**config.mk**
```make
export PLATFORM = sky130hd
export DESIGN_NAME = adc_spi_reader_flat
export DESIGN_NICKNAME = d
export VERILOG_FILES = /design/src/rtl/adc_spi_reader_if.sv /design/src/rtl/adc_spi_reader.sv /design/src/flat_wrapper.sv
export SDC_FILE = /design/constraint.sdc
export NUM_CORES = 1
export LEC_CHECK = 0
export BUFFER_PORTS_ARGS = -buffer_cell sky130_fd_sc_hd__clkbuf_2
export CELL_PAD_IN_SITES_DETAIL_PLACEMENT = 1
export CELL_PAD_IN_SITES_GLOBAL_PLACEMENT = 1
export CORE_AREA = 4 4 159 84
export DETAILED_ROUTE_END_ITERATION = 10
export DIE_AREA = 0 0 163 88
export PLACE_DENSITY_LB_ADDON = 0.1
export RECOVER_POWER = 100
export SLEW_MARGIN = 20
export SYNTH_ARGS = -nofsm -noshare
export SYNTH_HDL_FRONTEND = slang
export SYNTH_SLANG_ARGS = --single-unit
```
**constraint.sdc**
```tcl
create_clock -name clk -period 4.03 [get_ports clk]
set_input_delay 1.0075 -clock clk [delete_from_list [all_inputs] [get_ports clk]]
set_output_delay 1.0075 -clock clk [all_outputs]
set_load 0.01 [all_outputs]
```
**src/rtl/adc_spi_reader_if.sv**
```systemverilog
`default_nettype none
// ============================================================================
//  Module      : adc_spi_reader_if
//  Description : Sample stream (valid/ready) carrying 32-bit ADC results
//                from the SPI reader to the downstream FIFO/DMA.
//  Revision    : 1.0  initial release
// ============================================================================
interface adc_spi_reader_if;
  logic [31:0] m_data;
  logic        m_valid;
  logic        m_ready;

  modport master (
    output m_data,
    output m_valid,
    input  m_ready
  );

  modport slave (
    input  m_data,
    input  m_valid,
    output m_ready
  );
endinterface
`default_nettype wire

```
**src/rtl/adc_spi_reader.sv**
```systemverilog
`default_nettype none
// ============================================================================
//  Module      : adc_spi_reader
//  Description : Multi-lane SAR ADC controller. Issues cnv, waits for busy,
//                clocks out 1/2/4-lane results into 32-bit stream words and
//                runs the three-transaction lane-mode register sequence.
//  Revision    : 1.0  initial release
// ============================================================================
module adc_spi_reader #(
  parameter int SCK_HALF     = 2,
  parameter int CNV_HIGH     = 4,
  parameter int BUSY_TIMEOUT = 1023
) (
  input  wire logic        clk,
  input  wire logic        resetn,
  input  wire logic        trigger,
  input  wire logic        cfg_start,
  input  wire logic [1:0]  cfg_lane_md,
  output      logic        cfg_done,
  output      logic [1:0]  lane_md,
  output      logic        cnv,
  input  wire logic        busy,
  output      logic        sck,
  output      logic        csn,
  output      logic        sdi,
  input  wire logic [3:0]  sdo,
  adc_spi_reader_if.master stream,
  output      logic        overrun,
  output      logic        timeout
);

  // Counter must hold the longest interval it times.
  localparam int CNT_MAX_A = (CNV_HIGH > 2 * SCK_HALF) ? CNV_HIGH : 2 * SCK_HALF;
  localparam int CNT_MAX   = (BUSY_TIMEOUT > CNT_MAX_A) ? BUSY_TIMEOUT : CNT_MAX_A;
  localparam int CNT_W     = $clog2(CNT_MAX + 1);

  localparam logic [CNT_W-1:0] HALF_LAST   = CNT_W'(SCK_HALF - 1);
  localparam logic [CNT_W-1:0] GAP_LAST    = CNT_W'(2 * SCK_HALF - 1);
  localparam logic [CNT_W-1:0] CNV_LAST    = CNT_W'(CNV_HIGH - 1);
  localparam logic [CNT_W-1:0] TO_LAST     = CNT_W'(BUSY_TIMEOUT - 1);
  // busy is only trusted from the third cycle after cnv falls
  localparam logic [CNT_W-1:0] SETTLE_LAST = CNT_W'(2);

  localparam logic [23:0] TXN0_WORD = 24'hA0_0000;
  localparam logic [23:0] TXN2_WORD = {1'b0, 15'h0014, 8'h01};

  localparam logic [5:0] CFG_BITS_LAST = 6'd23;
  localparam logic [5:0] CFG_BITS_DONE = 6'd24;

  localparam logic [2:0] S_IDLE      = 3'd0;
  localparam logic [2:0] S_CNV_HI    = 3'd1;
  localparam logic [2:0] S_CONV_WAIT = 3'd2;
  localparam logic [2:0] S_CS_SETUP  = 3'd3;
  localparam logic [2:0] S_SHIFT     = 3'd4;
  localparam logic [2:0] S_CS_HOLD   = 3'd5;
  localparam logic [2:0] S_CFG_SHIFT = 3'd6;
  localparam logic [2:0] S_CFG_GAP   = 3'd7;

  logic [2:0]       state_q,    state_d;
  logic [CNT_W-1:0] cnt_q,      cnt_d;
  logic [5:0]       bit_cnt_q,  bit_cnt_d;
  logic [1:0]       txn_q,      txn_d;
  logic [1:0]       cfg_md_q,   cfg_md_d;
  logic [1:0]       lane_md_q,  lane_md_d;
  logic [23:0]      cfg_sr_q,   cfg_sr_d;
  logic [31:0]      data_q,     data_d;
  logic [31:0]      m_data_q,   m_data_d;
  logic             m_valid_q,  m_valid_d;
  logic             cnv_q,      cnv_d;
  logic             sck_q,      sck_d;
  logic             csn_q,      csn_d;
  logic             overrun_q,  overrun_d;
  logic             timeout_q,  timeout_d;
  logic             cfg_done_q, cfg_done_d;
  logic             busy_s1_q,  busy_s2_q;

  logic        half_done;
  logic        busy_settled;
  logic        shift_last;
  logic [5:0]  shift_last_idx;
  logic [31:0] data_shifted;
  logic [23:0] txn1_word;

  assign half_done    = (cnt_q == HALF_LAST);
  assign busy_settled = (cnt_q >= SETTLE_LAST) && !busy_s2_q;
  assign shift_last   = (bit_cnt_q == shift_last_idx);
  assign txn1_word    = {1'b0, 15'h0020, cfg_md_q, 6'b0};

  // Lane-mode dependent period count and deserialiser; the ADC emits lanes
  // bit-reversed, so the lowest lane carries the most significant bit.
  always_comb begin
    case (lane_md_q)
      2'b01: begin
        shift_last_idx = 6'd15;
        data_shifted   = {data_q[29:0], sdo[0], sdo[1]};
      end
      2'b10: begin
        shift_last_idx = 6'd7;
        data_shifted   = {data_q[27:0], sdo[0], sdo[1], sdo[2], sdo[3]};
      end
      default: begin
        shift_last_idx = 6'd31;
        data_shifted   = {data_q[30:0], sdo[0]};
      end
    endcase
  end

  // Two-flop synchroniser for the asynchronous busy input.
  always_ff @(posedge clk or negedge resetn) begin
    if (!resetn) begin
      busy_s1_q <= 1'b0;
      busy_s2_q <= 1'b0;
    end else begin
      busy_s1_q <= busy;
      busy_s2_q <= busy_s1_q;
    end
  end

  // State register.
  always_ff @(posedge clk or negedge resetn) begin
    if (!resetn) begin
      state_q <= S_IDLE;
    end else begin
      state_q <= state_d;
    end
  end

  // Next-state logic.
  always_comb begin
    state_d = state_q;
    case (state_q)
      S_IDLE: begin
        if (cfg_start)    state_d = S_CFG_SHIFT;
        else if (trigger) state_d = S_CNV_HI;
      end
      S_CNV_HI: begin
        if (cnt_q == CNV_LAST) state_d = S_CONV_WAIT;
      end
      S_CONV_WAIT: begin
        if (busy_settled)          state_d = S_CS_SETUP;
        else if (cnt_q == TO_LAST) state_d = S_IDLE;
      end
      S_CS_SETUP: begin
        if (half_done) state_d = S_SHIFT;
      end
      S_SHIFT: begin
        if (half_done && sck_q && shift_last) state_d = S_CS_HOLD;
      end
      S_CS_HOLD: begin
        if (half_done) state_d = S_IDLE;
      end
      S_CFG_SHIFT: begin
        if (half_done && !sck_q && (bit_cnt_q == CFG_BITS_DONE))
          state_d = (txn_q == 2'd2) ? S_IDLE : S_CFG_GAP;
      end
      S_CFG_GAP: begin
        if (cnt_q == GAP_LAST) state_d = S_CFG_SHIFT;
      end
      default: state_d = S_IDLE;
    endcase
  end

  // Output and datapath logic: pin timing, capture, stream and pulses.
  always_comb begin
    cnt_d      = cnt_q + CNT_W'(1);
    bit_cnt_d  = bit_cnt_q;
    txn_d      = txn_q;
    cfg_md_d   = cfg_md_q;
    lane_md_d  = lane_md_q;
    cfg_sr_d   = cfg_sr_q;
    data_d     = data_q;
    m_data_d   = m_data_q;
    m_valid_d  = m_valid_q && !stream.m_ready;
    cnv_d      = cnv_q;
    sck_d      = sck_q;
    csn_d      = csn_q;
    timeout_d  = 1'b0;
    cfg_done_d = 1'b0;
    // a trigger is only honoured in IDLE and loses to a same-cycle cfg_start
    overrun_d  = trigger && ((state_q != S_IDLE) || cfg_start);

    case (state_q)
      S_IDLE: begin
        cnt_d     = '0;
        bit_cnt_d = '0;
        if (cfg_start) begin
          csn_d    = 1'b0;
          txn_d    = 2'd0;
          cfg_md_d = (cfg_lane_md == 2'b11) ? 2'b00 : cfg_lane_md;
          cfg_sr_d = TXN0_WORD;
        end else if (trigger) begin
          cnv_d = 1'b1;
        end
      end
      S_CNV_HI: begin
        if (cnt_q == CNV_LAST) begin
          cnv_d = 1'b0;
          cnt_d = '0;
        end
      end
      S_CONV_WAIT: begin
        if (busy_settled) begin
          csn_d  = 1'b0;
          cnt_d  = '0;
          data_d = '0;
        end else if (cnt_q == TO_LAST) begin
          timeout_d = 1'b1;
        end
      end
      S_CS_SETUP: begin
        if (half_done) begin
          sck_d     = 1'b1;
          cnt_d     = '0;
          bit_cnt_d = '0;
          data_d    = data_shifted;
        end
      end
      S_SHIFT: begin
        if (half_done) begin
          cnt_d = '0;
          if (sck_q) begin
            sck_d     = 1'b0;
            bit_cnt_d = bit_cnt_q + 6'd1;
          end else begin
            sck_d  = 1'b1;
            data_d = data_shifted;
          end
        end
      end
      S_CS_HOLD: begin
        if (half_done) begin
          csn_d = 1'b1;
          if (!m_valid_q || stream.m_ready) begin
            m_data_d  = data_q;
            m_valid_d = 1'b1;
          end else begin
            overrun_d = 1'b1;
          end
        end
      end
      S_CFG_SHIFT: begin
        if (half_done) begin
          cnt_d = '0;
          if (sck_q) begin
            // the 24th shift leaves the register, and so sdi, at zero
            sck_d     = 1'b0;
            cfg_sr_d  = {cfg_sr_q[22:0], 1'b0};
            bit_cnt_d = (bit_cnt_q == CFG_BITS_LAST) ? CFG_BITS_DONE : bit_cnt_q + 6'd1;
          end else if (bit_cnt_q == CFG_BITS_DONE) begin
            csn_d = 1'b1;
            if (txn_q == 2'd2) begin
              lane_md_d  = cfg_md_q;
              cfg_done_d = 1'b1;
            end else begin
              txn_d = txn_q + 2'd1;
            end
          end else begin
            sck_d = 1'b1;
          end
        end
      end
      S_CFG_GAP: begin
        if (cnt_q == GAP_LAST) begin
          csn_d     = 1'b0;
          cnt_d     = '0;
          bit_cnt_d = '0;
          cfg_sr_d  = (txn_q == 2'd1) ? txn1_word : TXN2_WORD;
        end
      end
      default: begin
        cnt_d = '0;
      end
    endcase
  end

  // Datapath and pin registers.
  always_ff @(posedge clk or negedge resetn) begin
    if (!resetn) begin
      cnt_q      <= '0;
      bit_cnt_q  <= '0;
      txn_q      <= '0;
      cfg_md_q   <= '0;
      lane_md_q  <= '0;
      cfg_sr_q   <= '0;
      data_q     <= '0;
      m_data_q   <= '0;
      m_valid_q  <= 1'b0;
      cnv_q      <= 1'b0;
      sck_q      <= 1'b0;
      csn_q      <= 1'b1;
      overrun_q  <= 1'b0;
      timeout_q  <= 1'b0;
      cfg_done_q <= 1'b0;
    end else begin
      cnt_q      <= cnt_d;
      bit_cnt_q  <= bit_cnt_d;
      txn_q      <= txn_d;
      cfg_md_q   <= cfg_md_d;
      lane_md_q  <= lane_md_d;
      cfg_sr_q   <= cfg_sr_d;
      data_q     <= data_d;
      m_data_q   <= m_data_d;
      m_valid_q  <= m_valid_d;
      cnv_q      <= cnv_d;
      sck_q      <= sck_d;
      csn_q      <= csn_d;
      overrun_q  <= overrun_d;
      timeout_q  <= timeout_d;
      cfg_done_q <= cfg_done_d;
    end
  end

  assign cnv            = cnv_q;
  assign sck            = sck_q;
  assign csn            = csn_q;
  assign sdi            = cfg_sr_q[23];
  assign lane_md        = lane_md_q;
  assign cfg_done       = cfg_done_q;
  assign overrun        = overrun_q;
  assign timeout        = timeout_q;
  assign stream.m_data  = m_data_q;
  assign stream.m_valid = m_valid_q;

endmodule
`default_nettype wire

```
**src/flat_wrapper.sv**
```systemverilog
// flat-port wrapper written by rule: the top's interface ports become plain ports
module adc_spi_reader_flat 
#(
  parameter int SCK_HALF     = 2,
  parameter int CNV_HIGH     = 4,
  parameter int BUSY_TIMEOUT = 1023
)
  (clk, resetn, trigger, cfg_start, cfg_lane_md, cfg_done, lane_md, cnv, busy, sck, csn, sdi, sdo, overrun, timeout, stream_m_data, stream_m_valid, stream_m_ready);
  adc_spi_reader_if stream_i ();
  input  wire logic clk;
  input  wire logic resetn;
  input  wire logic trigger;
  input  wire logic cfg_start;
  input  wire logic [1:0] cfg_lane_md;
  output      logic cfg_done;
  output      logic [1:0] lane_md;
  output      logic cnv;
  input  wire logic busy;
  output      logic sck;
  output      logic csn;
  output      logic sdi;
  input  wire logic [3:0] sdo;
  output      logic overrun;
  output      logic timeout;
  output wire logic [$bits(stream_i.m_data)-1:0] stream_m_data;
  output wire logic [$bits(stream_i.m_valid)-1:0] stream_m_valid;
  input wire logic [$bits(stream_i.m_ready)-1:0] stream_m_ready;
  assign stream_m_data = stream_i.m_data;
  assign stream_m_valid = stream_i.m_valid;
  assign stream_i.m_ready = stream_m_ready;
  adc_spi_reader #(.SCK_HALF(SCK_HALF), .CNV_HIGH(CNV_HIGH), .BUSY_TIMEOUT(BUSY_TIMEOUT)) u_core (.clk(clk), .resetn(resetn), .trigger(trigger), .cfg_start(cfg_start), .cfg_lane_md(cfg_lane_md), .cfg_done(cfg_done), .lane_md(lane_md), .cnv(cnv), .busy(busy), .sck(sck), .csn(csn), .sdi(sdi), .sdo(sdo), .stream(stream_i), .overrun(overrun), .timeout(timeout));
endmodule
```
==> results of run 1 <==
-- logic make-up after synthesis --
logic type / share of synthesized area
simple gates: 0.140
fa+ha+maj: 0.0208
mux: 0.0729
xor+xnor: 0.0160
compound gates: 0.201
flops: 0.508
buf+inv: 0.0416
-- worst max-delay path, cell delays in order (launching register included) --
cell       delay [ns]
dfrtp_1          0.42
nor4_1           0.82
nand4_1          0.29
or3_1            0.38
a21oi_1          0.15
o21ai_0          0.12
clkbuf_2         0.46
o2bb2ai_1        0.28
-- how the worst max path moves through the flow --
| stage | cells past startpoint | to |
|---|---|---|
| global placement | 5 | u_core.stream.m_data[17]$_DFFE_PN0P_ |
| global route | 7 | u_core.data_q[2]$_DFFE_PN0P_ |
| floorplan | 4 | u_core.stream.m_data[19]$_DFFE_PN0P_ |
| CTS | 6 | u_core.state_q[2]$_DFFE_PN0P_ |
| detailed placement | 6 | u_core.state_q[2]$_DFFE_PN0P_ |
| finish | 7 | u_core.data_q[31]$_DFFE_PN0P_ |
-- flip-flops by register name, indices dropped and copies added, names as in the netlist, 2 cells and up --
signal and cells:
u_core.lane_md 2, u_core.state_q 3, u_core.bit_cnt_q 6, u_core.cfg_sr_q 24, u_core.data_q 32, u_core.txn_q 2
u_core.stream.m_data 32, u_core.cnt_q 10, u_core.cfg_md_q 2
-- through the flow --
step | area, µm² | util
after floorplan | 6010 | -
after global placement | 6360 | 0.540
after detailed placement | 6360 | 0.540
after CTS | 6930 | 0.588
after global routing | 6790 | 0.577
final | 6790 | 0.577
-- cell usage in the layout (no fill, tap or decap), drive strengths merged, types with 3 or more instances in the layout --
cell,n
xnor2,4
o41ai,5
xor2,7
nand4,3
mux2i,4
nor2,61
nand2,64
clkinvlp,5
a22oi,32
nand3,9
a31oi,5
o31ai,11
and4,3
nor4,4
o2bb2ai,32
buf,6
nand2b,8
nor2b,4
ha,10
inv,19
clkbuf,73
dfrtp,121
o21ai,35
nor3,3
and3,6
mux2,32
a21oi,46
-- layout make-up --
class                      count  area [µm²]  share of cell area
inverter                      13        48.8             0.00718
sequential                   122        3050               0.450
multi-input combinational    412        2640               0.388
clock buffer                  18         429              0.0632
clock inverter                14         140              0.0206
tap                          165         206              0.0304
timing repair buffer          61         279              0.0411
-- power by group through the flow --
| stage | combinational [mW] | sequential [mW] | clock, mW |
|---|---|---|---|
| 2_1_floorplan | 0.00917 | 1.26 | 0 |
| 3_3_place_gp | 0.0481 | 1.27 | 0 |
| 3_5_place_dp | 0.0489 | 1.27 | 0 |
| 4_1_cts | 0.0494 | 1.24 | 1.50 |
| 5_1_grt | 0.0543 | 1.25 | 1.57 |
| 6_report | 0.0465 | 1.24 | 1.48 |
-- routing by layer --
metal / up-vias / GRT usage
met5: - / 0
met2: 75 / 0.361
li1: 2208 / -
met3: 16 / 0.0404
met1: 2362 / 0.300
met4: 0 / 0.0715
==> metrics.txt, run 1 <==
Die ar.=14300 µm²; worst slack, placed=1.51 ns; top-count cell post-synth=dfrtp_1; H-tree depth=4; Max-Cap Viols=1; Int Pwr=2.11 mW; failing checks=capacitance limit, slew limit; synthesized flop and latch total=122; dpl hpwl=9460 µm; CTS tree=yes; clock power share=0.535; Crit path required time=~4.3 ns; syn_area_per_cell=around 10 µm²; vias in the first global route=4813; DR top layer=met4; EDFF count, synth=0; Async S/R FF share, synth=1.00; TritonCTS Sinks=122; hold buffer count at CTS=0; Worst Path Max Fanout=32; layout cells sized above 1=0.117; Metal-1 WL=a little over 7000 µm; hold path depth=0; total power per unit cell area=408 nW/µm²; startpoint types=flip-flop; post-synthesis sequential area ratio=0.508; first-pass GRT wire length=25100 µm; io pins=54; Row Count=28; GP Congestion=approximately 0.84; clock skew=0.00963 ns; final worst slack=0.970 ns; postcts setup bufs=0; Reg2Reg Capture Point=u_core.data_q[31]$_DFFE_PN0P_; Mapped Cells=about 600; Root Buffer=clkbuf_16; Final Hold Fails=0; hold_ws=between 0.3 and 0.4 ns; routed len/inst=between 15 and 20 µm; fin crit period=3.06 ns; largest net degree at the start of global routing=65; RSZ-0062 raised after global routing=false; Slew @ Worst Pin=2.46 ns; router iterations before antenna repair=4; number of remaining DRC errors=0; cts bufs inserted=17; YS warnings=0; HP Start=u_core.busy_s1_q$_DFF_PN0_; vias=4661; Iteration-0 DRC Markers=339; Inst Count DP=773; Reg-to-Reg Start=u_core.cnt_q[3]$_DFF_PN0_; P&R area growth vs syn=13.1%; Comb pwr share=0.017; gr usage total=0.220; Max Slew Vio Count=45; prevailing post-synth register cell=dfrtp_1; setup tns final=0 ns; post-route ant nets=0; initial antenna violation count=0; P_sw=about 660 µW; Core Area=11800 µm²; Worst Hold Path EP=u_core.busy_s2_q$_DFF_PN0_; Resized Gates After CTS=0; Layout Cells excl Fill=805; Worst Reg2Reg Path Length in Cells=7; Crit path arrival time=3.33 ns; Sw Ratio=0.239; top cell type's share of synthesized area=0.504; Max Freq=0.327 GHz; Final Cycle Share=0.759; Critical Path Source=u_core.cnt_q[3]$_DFF_PN0_; status=finished with violations; Setup Viol. Count Final=0; distinct cell type count after synthesis=between 50 and 60; reg-to-reg setup timing slack=0.97 ns; clk_lat worst skew=between 0.4 and 0.5 ns; metal2 WL=7130 µm; vias per cell=5.79; final wirelength=14900 µm; Worst-path clk slew=0.06 ns; Syn Nets=608; CP endpoint kind=flip-flop; headroom to the max-slew limit=-0.642; total of fill cells in the finished design=1340; global-route congestion overflow total=0; Inserted Diodes=0; Pwr Total=2.77 mW; Post-synth top cells=dfrtp_1 (121), nand2_1 (64), nor2_1 (61), a21oi_1 (45), o21ai_0 (34); leakage=2.91 nW; Nets=649; Hold Path Class=reg2reg; Synth Cell Area=6010 µm²; Starting Density=0.510; Die Width=163 µm; critical path class=reg2reg; Peak VDD IR=roughly 300 µV; met3 routed WL=439 µm; Die Ht=a little under 90 µm; Synth area leaders=dfrtp_1 (50%), o2bb2ai_1 (4.7%), a22oi_1 (4.0%); cell taking the most area after synthesis=dfrtp_1; IO Port Bufs=53; share of power burned in registers=0.449; Clock Path Buffers=2
Note: power is estimated with default switching activity, not from simulation.
==> run 2: changes to the inputs <==
--- a/config.mk
+++ b/config.mk
@@ -5,12 +5,13 @@
 export SDC_FILE = /design/constraint.sdc
 export NUM_CORES = 1
 export LEC_CHECK = 0
+export ABC_AREA = 1
 export BUFFER_PORTS_ARGS = -buffer_cell sky130_fd_sc_hd__clkbuf_2
 export CELL_PAD_IN_SITES_DETAIL_PLACEMENT = 1
 export CELL_PAD_IN_SITES_GLOBAL_PLACEMENT = 1
-export CORE_AREA = 4 4 159 84
+export CORE_AREA = 4 4 170 90
 export DETAILED_ROUTE_END_ITERATION = 10
-export DIE_AREA = 0 0 163 88
+export DIE_AREA = 0 0 174 94
 export PLACE_DENSITY_LB_ADDON = 0.1
 export RECOVER_POWER = 100
 export SLEW_MARGIN = 20
==> constraint.sdc (replaced) <==
create_clock -name clk -period 3 [get_ports clk]
set_input_delay 0.75 -clock clk [delete_from_list [all_inputs] [get_ports clk]]
set_output_delay 0.75 -clock clk [all_outputs]
set_load 0.01 [all_outputs]
==> metrics.txt, run 2 <==
global-route congestion overflow total=0; Max Slew Vio Count=0; total power per unit cell area=797 nW/µm²; Resized Gates After CTS=0; hold_ws=0.349 ns; Synth area leaders=dfrtp_1 (50%), nand2_1 (11%), o21ai_0 (7.3%); Crit path required time=3.29 ns; Core Area=14000 µm²; commonest non-fill, non-tap cells in the layout=nand2_1 (187), o21ai_0 (132), dfrtp_1 (121); Synth Cell Area=about 6100 µm²; dpl hpwl=11800 µm; Die ar.=~16000 µm²; Starting Density=0.434; prevailing post-synth register cell=dfrtp_1; YS warnings=0; DR top layer=met4; leakage=approximately 3.0 nW; Row Count=31; Inst Count DP=962; IO Port Bufs=53; GP Congestion=0.861; worst slack, placed=0.600 ns; critical path class=reg2reg; slowest CP cell=dfrtp_1; Inserted Diodes=0; cell taking the most area after synthesis=dfrtp_1; met3 routed WL=just over 600 µm; Max Freq=between 0.4 and 0.5 GHz; fin util=0.495; CP endpoint kind=flip-flop; vias=5225; Final Hold Fails=0; startpoint types=flip-flop; Iteration-0 DRC Markers=358; CP most frequent cell=nand2_1; commonest non-fill, non-tap cell in the layout=nand2_1; clk_lat worst skew=0.42 ns; Mapped Cells=754; Peak VDD IR=about 390 µV; distinct cell type count after synthesis=36; Async S/R FF share, synth=1.00; status=finished clean; Slew @ Worst Pin=1.33 ns; vias in the first global route=roughly 5400; postcts setup bufs=0; hold buffer count at CTS=0; Hold Path Class=reg2reg; cts bufs inserted=17; router iterations before antenna repair=5; final worst slack=between 0.5 and 0.6 ns; top cell type's share of synthesized area=0.500; routed len/inst=16.8 µm; synthesized flop and latch total=roughly 120; Setup Viol. Count Final=0; max incr delay on CP=0.51 ns; clock skew=~0.011 ns; CTS tree=yes; Nets=822; Crit path arrival time=2.78 ns; number of remaining DRC errors=0; Die Width=174 µm; setup tns final=0 ns; syn_area_per_cell=8.03 µm²; Max-Cap Viols=0; layout cells sized above 1=0.0750; Root Buffer=clkbuf_16; H-tree depth=4; initial antenna violation count=0; EDFF count, synth=0; headroom to the max-slew limit=0.114; Metal-1 WL=8980 µm; Layout Cells excl Fill=994; Syn Nets=between 700 and 800; Die Ht=around 94 µm; fin crit period=2.49 ns; Clock Path Buffers=2; TritonCTS Sinks=122; first-pass GRT wire length=28000 µm; vias per cell=5.26; Post-synth top cells=nand2_1 (185), dfrtp_1 (121), o21ai_0 (88), inv_1 (76), o21ai_1 (48); post-synthesis sequential area ratio=0.504; final wirelength=16700 µm; CP Cell Sequence=nand2_1 -> nor2_1 -> inv_1 -> nand2_1 -> nand2_1 -> nand3_1 -> inv_1 -> nand2_1 -> o21ai_0; io pins=54; top-count cell post-synth=nand2_1; Worst Path Max Fanout=9; Final Cycle Share=0.831; Worst-path clk slew=0.06 ns; P&R area growth vs syn=14.0%; RSZ-0062 raised after global routing=false; gr usage total=0.214; post-route ant nets=0; largest net degree at the start of global routing=64; metal2 WL=6890 µm
[run 2: routing by layer]
layer  GRT usage  up-vias
li1            -     2582
met1       0.323     2536
met2       0.311       93
met3      0.0414       14
met4      0.0639        0
met5           0        -
[run 2: metrics by stage]
step	cell area, µm²	total power [mW]
final	6910	5.50
after global routing	6910	5.89
after CTS	7010	5.65
after detailed placement	6460	3.70
after global placement	6460	3.62
after floorplan	6060	3.25
[run 2: cells by family after synthesis]
group | share of synthesized area
and+or+nand+nor | 0.189
adders and majority gates | 0.0207
buffers and inverters | 0.0824
muxes | 0.00186
AOI/OAI and AO/OA | 0.194
DFF | 0.504
xor gates and xnor gates | 0.00868
[run 2: cell type report]
| class | instances | area (µm²) |
|---|---|---|
| multi-input cells | 514 | 2480 |
| inverters | 81 | 304 |
| fillers | 1739 | 7060 |
| clock buffers | 18 | 429 |
| repair buffers | 64 | 295 |
| clock inverters | 14 | 115 |
| well taps | 181 | 226 |
| flip-flops and latches | 122 | 3050 |
[run 2: report_power, final]
part	internal (mW)	leakage [nW]	switching [mW]
Sequential	1.81	1.67	0.160
Combinational	0.403	1.04	1.22
Clock	1.07	0.252	0.837
Total	3.29	2.97	2.22
[run 2: worst paths after layout]
check / startpoint / to / slack [ns] / cells after the start
worst min-delay path: u_core.busy_s1_q$_DFF_PN0_ / u_core.busy_s2_q$_DFF_PN0_ / 0.35 / 0
worst min register to register: u_core.busy_s1_q$_DFF_PN0_ / u_core.busy_s2_q$_DFF_PN0_ / 0.35 / 0
min in group asynchronous: resetn / u_core.stream.m_data[11]$_DFFE_PN0P_ / 0.62 / 1
max in group asynchronous: resetn / u_core.bit_cnt_q[5]$_DFFE_PN0P_ / 0.66 / 2
worst max register to register: u_core.state_q[1]$_DFFE_PN0P_ / u_core.bit_cnt_q[5]$_DFFE_PN0P_ / 0.51 / 9
worst max-delay path: u_core.state_q[1]$_DFFE_PN0P_ / u_core.bit_cnt_q[5]$_DFFE_PN0P_ / 0.51 / 9
[run 2: critical path: cells and delay by family (launching register included)]
family / cells / cell delay (ns)
compound gates: 1 / 0.09
flops: 1 / 0.51
simple gates: 6 / 1.24
buf+inv: 2 / 0.53
==> run 3: changes to the inputs <==
==> constraint.sdc (replaced) <==
create_clock -name clk -period 2.4 [get_ports clk]
set_input_delay 0.6 -clock clk [delete_from_list [all_inputs] [get_ports clk]]
set_output_delay 0.6 -clock clk [all_outputs]
set_load 0.01 [all_outputs]
==> metrics.txt, run 3 (same netlist as run 2, synthesis figures left out) <==
commonest non-fill, non-tap cell in the layout=nand2_1; Slew @ Worst Pin=0.957 ns; global-route congestion overflow total=0; io pins=54; critical path class=reg2reg; Die ar.=16400 µm²; first-pass GRT wire length=27900 µm; metal2 WL=6780 µm; GP Congestion=0.826; Max-Cap Viols=0; layout cells sized above 1=0.0847; Peak VDD IR=556 µV; DR top layer=met4; startpoint types=flip-flop; clock skew=0.0102 ns; dpl hpwl=11700 µm; hold buffer count at CTS=0; Iteration-0 DRC Markers=between 300 and 400; Row Count=31; Worst Reg2Reg Path Length in Cells=9; TritonCTS Sinks=122; Clock Path Buffers=2; IO Port Bufs=53; Root Buffer=clkbuf_16; Reg2Reg Capture Point=u_core.cnt_q[2]$_DFF_PN0_; Final Hold Fails=0; setup tns final=0 ns; Worst-path clk slew=0.06 ns; total power per unit cell area=1020 nW/µm²; routed len/inst=16.6 µm; total of fill cells in the finished design=between 1500 and 2000; Max Freq=0.455 GHz; placed inst area=approximately 6500 µm²; vias in the first global route=5317; number of remaining DRC errors=0; postcts setup bufs=0; H-tree depth=4; post-route ant nets=0; Setup Viol. Count Final=0; Resized Gates After CTS=0; Die Ht=94 µm; Reg-to-Reg Start=u_core.state_q[1]$_DFFE_PN0P_; commonest non-fill, non-tap cells in the layout=nand2_1 (185), o21ai_0 (125), dfrtp_1 (121); Final Cycle Share=0.916; Hold Path Class=in2reg; Nets=825; cell area after layout=6970 µm²; RSZ-0062 raised after global routing=false; Inserted Diodes=0; Starting Density=0.434; leakage=3.00 nW; router iterations before antenna repair=4; initial antenna violation count=0; Core Area=about 14000 µm²; FF/Latch Area=3050 µm²; Die Width=174 µm; Max Slew Vio Count=0; Worst Path Max Fanout=11; P&R area growth vs syn=15.1%; HP Start=busy; fin crit period=2.20 ns; Crit path arrival time=2.48 ns; cts bufs inserted=17; Crit path required time=2.68 ns; met3 routed WL=680 µm; hold path depth=1; reg-to-reg setup timing slack=0.20 ns; gr usage total=0.214; final wirelength=16500 µm; Worst Hold Path EP=u_core.busy_s1_q$_DFF_PN0_; vias per cell=around 5.3; largest net degree at the start of global routing=65; multi-input logic area=~2500 µm²; headroom to the max-slew limit=0.362; Metal-1 WL=between 8000 and 9000 µm; CP endpoint kind=flip-flop; CTS tree=yes; status=finished clean; clk_lat worst skew=0.41 ns; vias=5261
==> run 3: cell type report <==
cell class,count,share of cell area
clock buffers,19,0.0621
clock inverters,12,0.0214
inverters,81,0.0436
multi-input cells,514,0.357
flip-flops and latches,122,0.438
well taps,181,0.0325
repair buffers,67,0.0456
==> run 3: report_power, final <==
group / switching (mW) / internal [mW] / leakage [nW]
clock network: 0.954 / 1.62 / 0.275
registers: 0.212 / 2.26 / 1.67
logic: 1.57 / 0.492 / 1.05
total: 2.73 / 4.38 / 3.00
==> run 3: worst max path at each step <==
stage	startpoint	to	slack (ns)	cells past startpoint
6_report	u_core.state_q[1]$_DFFE_PN0P_	u_core.cnt_q[2]$_DFF_PN0_	0.20	9
5_1_grt	u_core.state_q[1]$_DFFE_PN0P_	u_core.cnt_q[2]$_DFF_PN0_	0.04	9
4_1_cts	u_core.state_q[1]$_DFFE_PN0P_	u_core.cnt_q[2]$_DFF_PN0_	0.23	9
3_5_place_dp	u_core.state_q[1]$_DFFE_PN0P_	u_core.cnt_q[2]$_DFF_PN0_	0.27	9
3_3_place_gp	u_core.state_q[1]$_DFFE_PN0P_	u_core.cnt_q[2]$_DFF_PN0_	0.45	9
2_1_floorplan	u_core.lane_md[0]$_DFFE_PN0P_	u_core.state_q[0]$_DFFE_PN0P_	0.58	13
==> run 3: critical path: stages (launching register included) <==
cell     delay, ns
dfrtp_1       0.52
nor2_1        0.11
nand2_1       0.36
nand2_2       0.18
inv_1         0.12
nand2_1       0.09
nand2_1       0.10
nand3_1       0.09
nor2_2        0.40
nor3_1        0.10
==> run 3: routing by layer <==
metal	global-route usage	vias up
met5	0	-
met4	0.0560	0
met3	0.0503	11
met2	0.306	99
met1	0.324	2570
li1	-	2581
==> run 3: per-stage QoR <==
| step | total power [mW] | std cells | util | hold WS (ns) | worst slack (ns) |
|---|---|---|---|---|---|
| after global placement | 4.59 | 965 | 0.467 | 0.340 | 0.446 |
| after floorplan | 4.06 | 754 | - | 0.304 | 0.579 |
| final | 7.11 | 996 | 0.499 | 0.293 | 0.203 |
| after global routing | 7.53 | 996 | 0.499 | 0.280 | 0.0426 |
| after detailed placement | 4.69 | 965 | 0.467 | 0.349 | 0.275 |
| after CTS | 7.31 | 996 | 0.509 | 0.175 | 0.229 |
